**src/rtl/header_parser_pkg.sv**
```systemverilog
// Shared widths, protocol constants and header byte offsets for the header parser.
package header_parser_pkg;

  localparam int MATCH_KEY_WIDTH = 16;
  localparam int PRIO_SIZE       = 8;
  localparam int CHAIN_SIZE      = 16;
  localparam int TIME_SIZE       = 8;
  localparam int LEN_SIZE        = 16;
  localparam int VALUE_WIDTH     = PRIO_SIZE + TIME_SIZE + CHAIN_SIZE;

  localparam logic [15:0] ETHERTYPE_IPV4 = 16'h0800;
  localparam logic [7:0]  IP_PROTO_UDP   = 8'd17;
  localparam logic [15:0] ETH_HDR_LEN    = 16'd14;

  // Byte offsets from the start of the Ethernet frame; IPv4 IHL assumed to be 5.
  localparam int OFF_ETHERTYPE = 12;
  localparam int OFF_IP_LEN    = 16;
  localparam int OFF_IP_PROTO  = 23;
  localparam int OFF_UDP_DPORT = 36;

  typedef struct packed {
    logic [PRIO_SIZE-1:0]  prio;
    logic [TIME_SIZE-1:0]  time_est;
    logic [CHAIN_SIZE-1:0] chain;
  } flow_value_t;

endpackage

```
**src/rtl/header_parser_match_table.sv**
```systemverilog
// Flow CAM: parallel key compare, lowest-free-slot allocation, update-in-place on key hit.
module match_table
  import header_parser_pkg::*;
#(
  parameter int TABLE_DEPTH = 16,
  parameter int FLOW_SIZE   = (TABLE_DEPTH > 1) ? $clog2(TABLE_DEPTH) : 1
) (
  input  logic                       clk,
  input  logic                       rst_n,
  input  logic                       wr_en,
  input  logic [MATCH_KEY_WIDTH-1:0] wr_key,
  input  flow_value_t                wr_value,
  input  logic                       lk_en,
  input  logic [MATCH_KEY_WIDTH-1:0] lk_key,
  output logic                       hit,
  output logic [FLOW_SIZE-1:0]       hit_idx,
  output flow_value_t                hit_value
);

  logic [TABLE_DEPTH-1:0]     valid;
  logic [MATCH_KEY_WIDTH-1:0] key_mem [TABLE_DEPTH];
  flow_value_t                val_mem [TABLE_DEPTH];

  logic                 wr_hit;
  logic [FLOW_SIZE-1:0] wr_hit_idx;
  logic                 free_found;
  logic [FLOW_SIZE-1:0] free_idx;
  logic                 wr_do;
  logic [FLOW_SIZE-1:0] wr_idx;

  // Descending scan so the lowest matching / free index wins.
  always_comb begin
    wr_hit     = 1'b0;
    wr_hit_idx = '0;
    free_found = 1'b0;
    free_idx   = '0;
    for (int i = TABLE_DEPTH - 1; i >= 0; i--) begin
      if (valid[i] && (key_mem[i] == wr_key)) begin
        wr_hit     = 1'b1;
        wr_hit_idx = FLOW_SIZE'(i);
      end
      if (!valid[i]) begin
        free_found = 1'b1;
        free_idx   = FLOW_SIZE'(i);
      end
    end
  end

  assign wr_do  = wr_en && (wr_hit || free_found);
  assign wr_idx = wr_hit ? wr_hit_idx : free_idx;

  always_comb begin
    hit       = 1'b0;
    hit_idx   = '0;
    hit_value = '0;
    for (int i = TABLE_DEPTH - 1; i >= 0; i--) begin
      if (lk_en && valid[i] && (key_mem[i] == lk_key)) begin
        hit       = 1'b1;
        hit_idx   = FLOW_SIZE'(i);
        hit_value = val_mem[i];
      end
    end
  end

  always_ff @(posedge clk or negedge rst_n) begin
    if (!rst_n) begin
      valid <= '0;
    end else if (wr_do) begin
      valid[wr_idx] <= 1'b1;
    end
  end

  // Payload storage is unreset; an entry is meaningless until its valid bit is set.
  always_ff @(posedge clk) begin
    if (wr_do) begin
      key_mem[wr_idx] <= wr_key;
      val_mem[wr_idx] <= wr_value;
    end
  end

endmodule

```
**src/rtl/header_parser.sv**
```systemverilog
// Zero-latency header parser: extracts Ethernet/IPv4/UDP fields and looks up the flow table.
module header_parser
  import header_parser_pkg::*;
#(
  parameter int DATA_WIDTH  = 512,
  parameter int KEEP_WIDTH  = DATA_WIDTH / 8,
  parameter int TABLE_DEPTH = 16,
  parameter int FLOW_SIZE   = (TABLE_DEPTH > 1) ? $clog2(TABLE_DEPTH) : 1
) (
  input  logic                       clk,
  input  logic                       rst_n,
  input  logic [DATA_WIDTH-1:0]      s_axis_tdata,
  input  logic [KEEP_WIDTH-1:0]      s_axis_tkeep,
  input  logic                       s_axis_tvalid,
  input  logic                       s_axis_tlast,
  input  logic                       config_mat_en,
  input  logic [MATCH_KEY_WIDTH-1:0] config_mat_key,
  input  logic [31:0]                config_mat_value,
  output logic [PRIO_SIZE-1:0]       m_desc_prio,
  output logic [CHAIN_SIZE-1:0]      m_desc_chain,
  output logic [TIME_SIZE-1:0]       m_desc_time,
  output logic [LEN_SIZE-1:0]        m_desc_pk_len,
  output logic [FLOW_SIZE-1:0]       m_desc_flow_id
);

  logic [15:0]                ethertype;
  logic [15:0]                ip_len;
  logic [7:0]                 ip_proto;
  logic [MATCH_KEY_WIDTH-1:0] udp_dport;
  logic                       is_ipv4;
  logic                       is_udp;
  logic [LEN_SIZE-1:0]        keep_count;
  logic [LEN_SIZE-1:0]        pk_len;

  logic                 hit;
  logic [FLOW_SIZE-1:0] hit_idx;
  flow_value_t          hit_value;

  // Only the header beat is parsed; tlast and the payload bits are deliberately unused.
  logic unused_inputs;
  assign unused_inputs = ^{s_axis_tlast, s_axis_tdata};

  assign ethertype = {s_axis_tdata[8*OFF_ETHERTYPE +: 8], s_axis_tdata[8*(OFF_ETHERTYPE+1) +: 8]};
  assign ip_len    = {s_axis_tdata[8*OFF_IP_LEN +: 8],    s_axis_tdata[8*(OFF_IP_LEN+1) +: 8]};
  assign ip_proto  = s_axis_tdata[8*OFF_IP_PROTO +: 8];
  assign udp_dport = {s_axis_tdata[8*OFF_UDP_DPORT +: 8], s_axis_tdata[8*(OFF_UDP_DPORT+1) +: 8]};

  assign is_ipv4 = (ethertype == ETHERTYPE_IPV4);
  assign is_udp  = is_ipv4 && (ip_proto == IP_PROTO_UDP);

  always_comb begin
    keep_count = '0;
    for (int i = 0; i < KEEP_WIDTH; i++) begin
      keep_count = keep_count + LEN_SIZE'(s_axis_tkeep[i]);
    end
  end

  // IPv4 total length excludes the Ethernet header; wraps at 16 bits.
  assign pk_len = is_ipv4 ? (ip_len + ETH_HDR_LEN) : keep_count;

  match_table #(
    .TABLE_DEPTH (TABLE_DEPTH),
    .FLOW_SIZE   (FLOW_SIZE)
  ) u_match_table (
    .clk       (clk),
    .rst_n     (rst_n),
    .wr_en     (config_mat_en),
    .wr_key    (config_mat_key),
    .wr_value  (flow_value_t'(config_mat_value)),
    .lk_en     (s_axis_tvalid && is_udp),
    .lk_key    (udp_dport),
    .hit       (hit),
    .hit_idx   (hit_idx),
    .hit_value (hit_value)
  );

  always_comb begin
    m_desc_prio    = '0;
    m_desc_chain   = '0;
    m_desc_time    = '0;
    m_desc_pk_len  = '0;
    m_desc_flow_id = '0;
    if (s_axis_tvalid) begin
      m_desc_pk_len = pk_len;
      if (hit) begin
        m_desc_prio    = hit_value.prio;
        m_desc_chain   = hit_value.chain;
        m_desc_time    = hit_value.time_est;
        m_desc_flow_id = hit_idx;
      end
    end
  end

endmodule

```
**config.mk**
```make
export PLATFORM = sky130hd
export DESIGN_NAME = header_parser
export DESIGN_NICKNAME = d
export VERILOG_FILES = /design/src/rtl/header_parser_pkg.sv /design/src/rtl/header_parser_match_table.sv /design/src/rtl/header_parser.sv
export SDC_FILE = /design/constraint.sdc
export NUM_CORES = 1
export LEC_CHECK = 0
export CAP_MARGIN = 30
export CORE_ASPECT_RATIO = 0.7
export CORE_UTILIZATION = 55
export CTS_CLUSTER_DIAMETER = 100
export DETAILED_ROUTE_END_ITERATION = 10
export PLACE_DENSITY = 0.89
export SYNTH_ARGS = -nofsm -noshare
export SYNTH_HDL_FRONTEND = slang
export SYNTH_SLANG_ARGS = --single-unit
```
**constraint.sdc**
```tcl
create_clock -name clk -period 15.1 [get_ports clk]
set_input_delay 2.265 -clock clk [delete_from_list [all_inputs] [get_ports clk]]
set_output_delay 2.265 -clock clk [all_outputs]
set_load 0.02 [all_outputs]
```
==> qor.yml <==
cts:
  ctsHoldBuffers: 0
  clkTransAtPathRegs_ns: 0.06
  cts_root_buf: "clkbuf_16"
  cts_tree: "built"
  htree_num_levels: 3
  post_cts_buffers: 0
  clock_path_buffers: 3
  worstSkewPairLatency_ns: 0.65
  cts_made_buffers: 74
  cts.sink_count: 784
  ctsResizeCount: 0
critical_path:
  cp_max_fo: 2
  worstPathArrival_ns: 8.97
  critPathKind: "primary input to primary output"
  cp-start-kind: "primary input"
  cp.required_ns: 12.84
  critPathCaptureType: "primary output"
floorplan:
  io_pins: 681
  core_area_um2: 67000
  die_w_um: 314
  die-area_um2: 69300
  row_count: 79
  die_h_um: 221
  initial_core_util_pct: 56.0
synth:
  yosys_warnings: 0
  synth_area_per_cell_um2: 13.6
  synthArstFlopShare_pct: 2.04
  ys_types: 85
  synth_fp_nets: 3458
  yosysSeqAreaShare_pct: 62.5
  ys_ff_latch: 784
  syn_area_um2: 37500
  synth_edf_count: 768
  synthFlopType: "edfxtp_1"
  syn_inst: 2759
min_path:
  hp-class: "register to register"
global_routing:
  grt_pass1_vias: 26100
  grt_pass1_wl_um: 161000
  grt_usage_pct: 31.4
  grt_overflow: 0
  antenna_found_initial: 6
  grt_max_degree: 76
placed_design:
  place_ws_ns: 3.81
  place.gp.congestion: 0.960
  placed_area_um2: 40600
  portBuffers: 223
  dp_hpwl_um: 61900
route:
  vias_per_cell: 6.69
  ant_nets: 0
  drt-initial-drc-count: 4140
  remaining_drc_errors: 0
  vias: 26200
  wl_per_cell_um: 28.1
  drt_first_pass_iters: 9
  wl_um: 110000
power_and_ir_drop:
  power_density_nw_per_um2: 167
  p_leak_nw: 14.3
  vdd_drop_max_uv: 397
finish:
  most-common-layout-cells: "edfxtp_1 (768), xor2_1 (304), xnor2_1 (219)"
  postLayoutCellArea_um2: 43100
  fin_util_pct: 64.3
  multi_input_area_um2: 12800
  final_common_cell: "edfxtp_1"
  seq_area_um2: 23500
  n_fill_cell: 4336
  syn_to_final_growth_pct: 14.7
  drive_gt1_share_pct: 9.31
  nNetsFinal: 3672
sta:
  period_share_pct: 74.4
  setup_violations: 0
  tns_ns: 0
  worst_pin_slew_ns: 1.07
  period_minus_slack_ns: 11.24
  finClkSkew_ns: 0.0474
  slew_headroom_pct: 28.4
  max_freq_mhz: 89.0
  hold_viol: 0
  slew_viol_final: 0
  setup_ws_ns: 3.86
  grt_setup_unrepaired: "no"
run:
  maxCapViolations: 0
run_status:
  status: "completed"
==> logic make-up (layout without fill, tap and decap cells) <==
logic type / after synthesis / in the layout / synth area share, %
xor gates and xnor gates: 527 / 527 / 12.4
and+or+nand+nor: 583 / 583 / 8.32
other: 0 / 4 / 0
buffers and inverters: 297 / 567 / 3.88
muxes: 6 / 6 / 0.163
AOI/OAI and AO/OA: 492 / 492 / 9.36
adders and majority gates: 70 / 70 / 3.41
DFF: 784 / 784 / 62.5
==> where the power goes <==
part	leakage [nW]	internal (mW)	switching (mW)
combinational	6.14	1.06	1.42
clock	1.13	1.02	0.814
sequential	7.07	2.74	0.132
total	14.3	4.82	2.37
==> registers in the layout, indices dropped and copies added, names as in the netlist <==
register               count
u_match_table.key_mem    256
u_match_table.valid       16
u_match_table.val_mem    512
==> area by class of cell <==
type | count | area share (%)
antenna | 4 | 0.0232
inverter | 139 | 1.21
multi-input combinational | 1678 | 29.8
clock inverter | 33 | 0.758
clock buffer | 99 | 4.64
sequential | 784 | 54.5
timing repair buffer | 296 | 6.54
tap | 891 | 2.59
==> worst max-delay path, cell delays in order <==
cell and delay [ns]:
clkdlybuf4s50_1 0.47, inv_1 0.06, fa_1 0.53, inv_1 0.07
fa_1 0.49, fa_1 0.50, inv_1 0.05, fa_1 0.53
fa_1 0.44, fa_1 0.52, fa_1 0.44, fa_1 0.49
inv_1 0.04, ha_1 0.20, fa_1 0.46, a21o_1 0.19
a21o_1 0.19, a21o_1 0.17, a21oi_1 0.17, o22ai_1 0.11
clkdlybuf4s50_1 0.58
==> per-layer routing <==
layer  share of wire, %  GRT usage (%)
met5             0.0063              0
met4                5.0           15.1
met2                 45           48.2
met1                 34           41.1
met3                 16           9.35
==> cells in the mapped netlist, drive strengths merged, types with 23 or more instances <==
cell	number	area [µm²]
nand2	186	701
fa	54	1080
o211ai	31	233
o221a	28	315
nand3	23	115
xnor2	223	1980
inv	139	522
o221ai	32	280
nor3	80	410
nor4	79	544
o22ai	40	263
a211oi	31	233
a22oi	57	428
clkbuf	72	270
nand4	95	594
xor2	304	2660
o21ai	85	433
a21oi	102	522
edfxtp	768	23100
buf	86	664
a221o	28	280
nor2	43	161
==> stage by stage <==
stage / instances / hold slack, ns / total power, mW
floorplan: 2759 / 0.479 / 4.54
global placement: 3777 / 0.544 / 5.30
detailed placement: 3780 / 0.566 / 5.38
CTS: 3912 / 0.575 / 7.18
global route: 3923 / 0.591 / 7.53
finish: 3924 / 0.587 / 7.19
==> worst paths after layout <==
check	startpoint	to	slack, ns	depth (start not counted)
min reg2reg	u_match_table.valid[9]	u_match_table.valid[9]	0.59	2
max reg2reg	u_match_table.key_mem[9][15]	u_match_table.val_mem[7][27]	10.51	11
max in group asynchronous	rst_n	u_match_table.valid[11]	12.44	1
min	u_match_table.valid[9]	u_match_table.valid[9]	0.59	2
max	s_axis_tkeep[23]	m_desc_pk_len[6]	3.86	21
min in group asynchronous	rst_n	u_match_table.valid[12]	2.13	1
(Power assumes the default switching activity.)
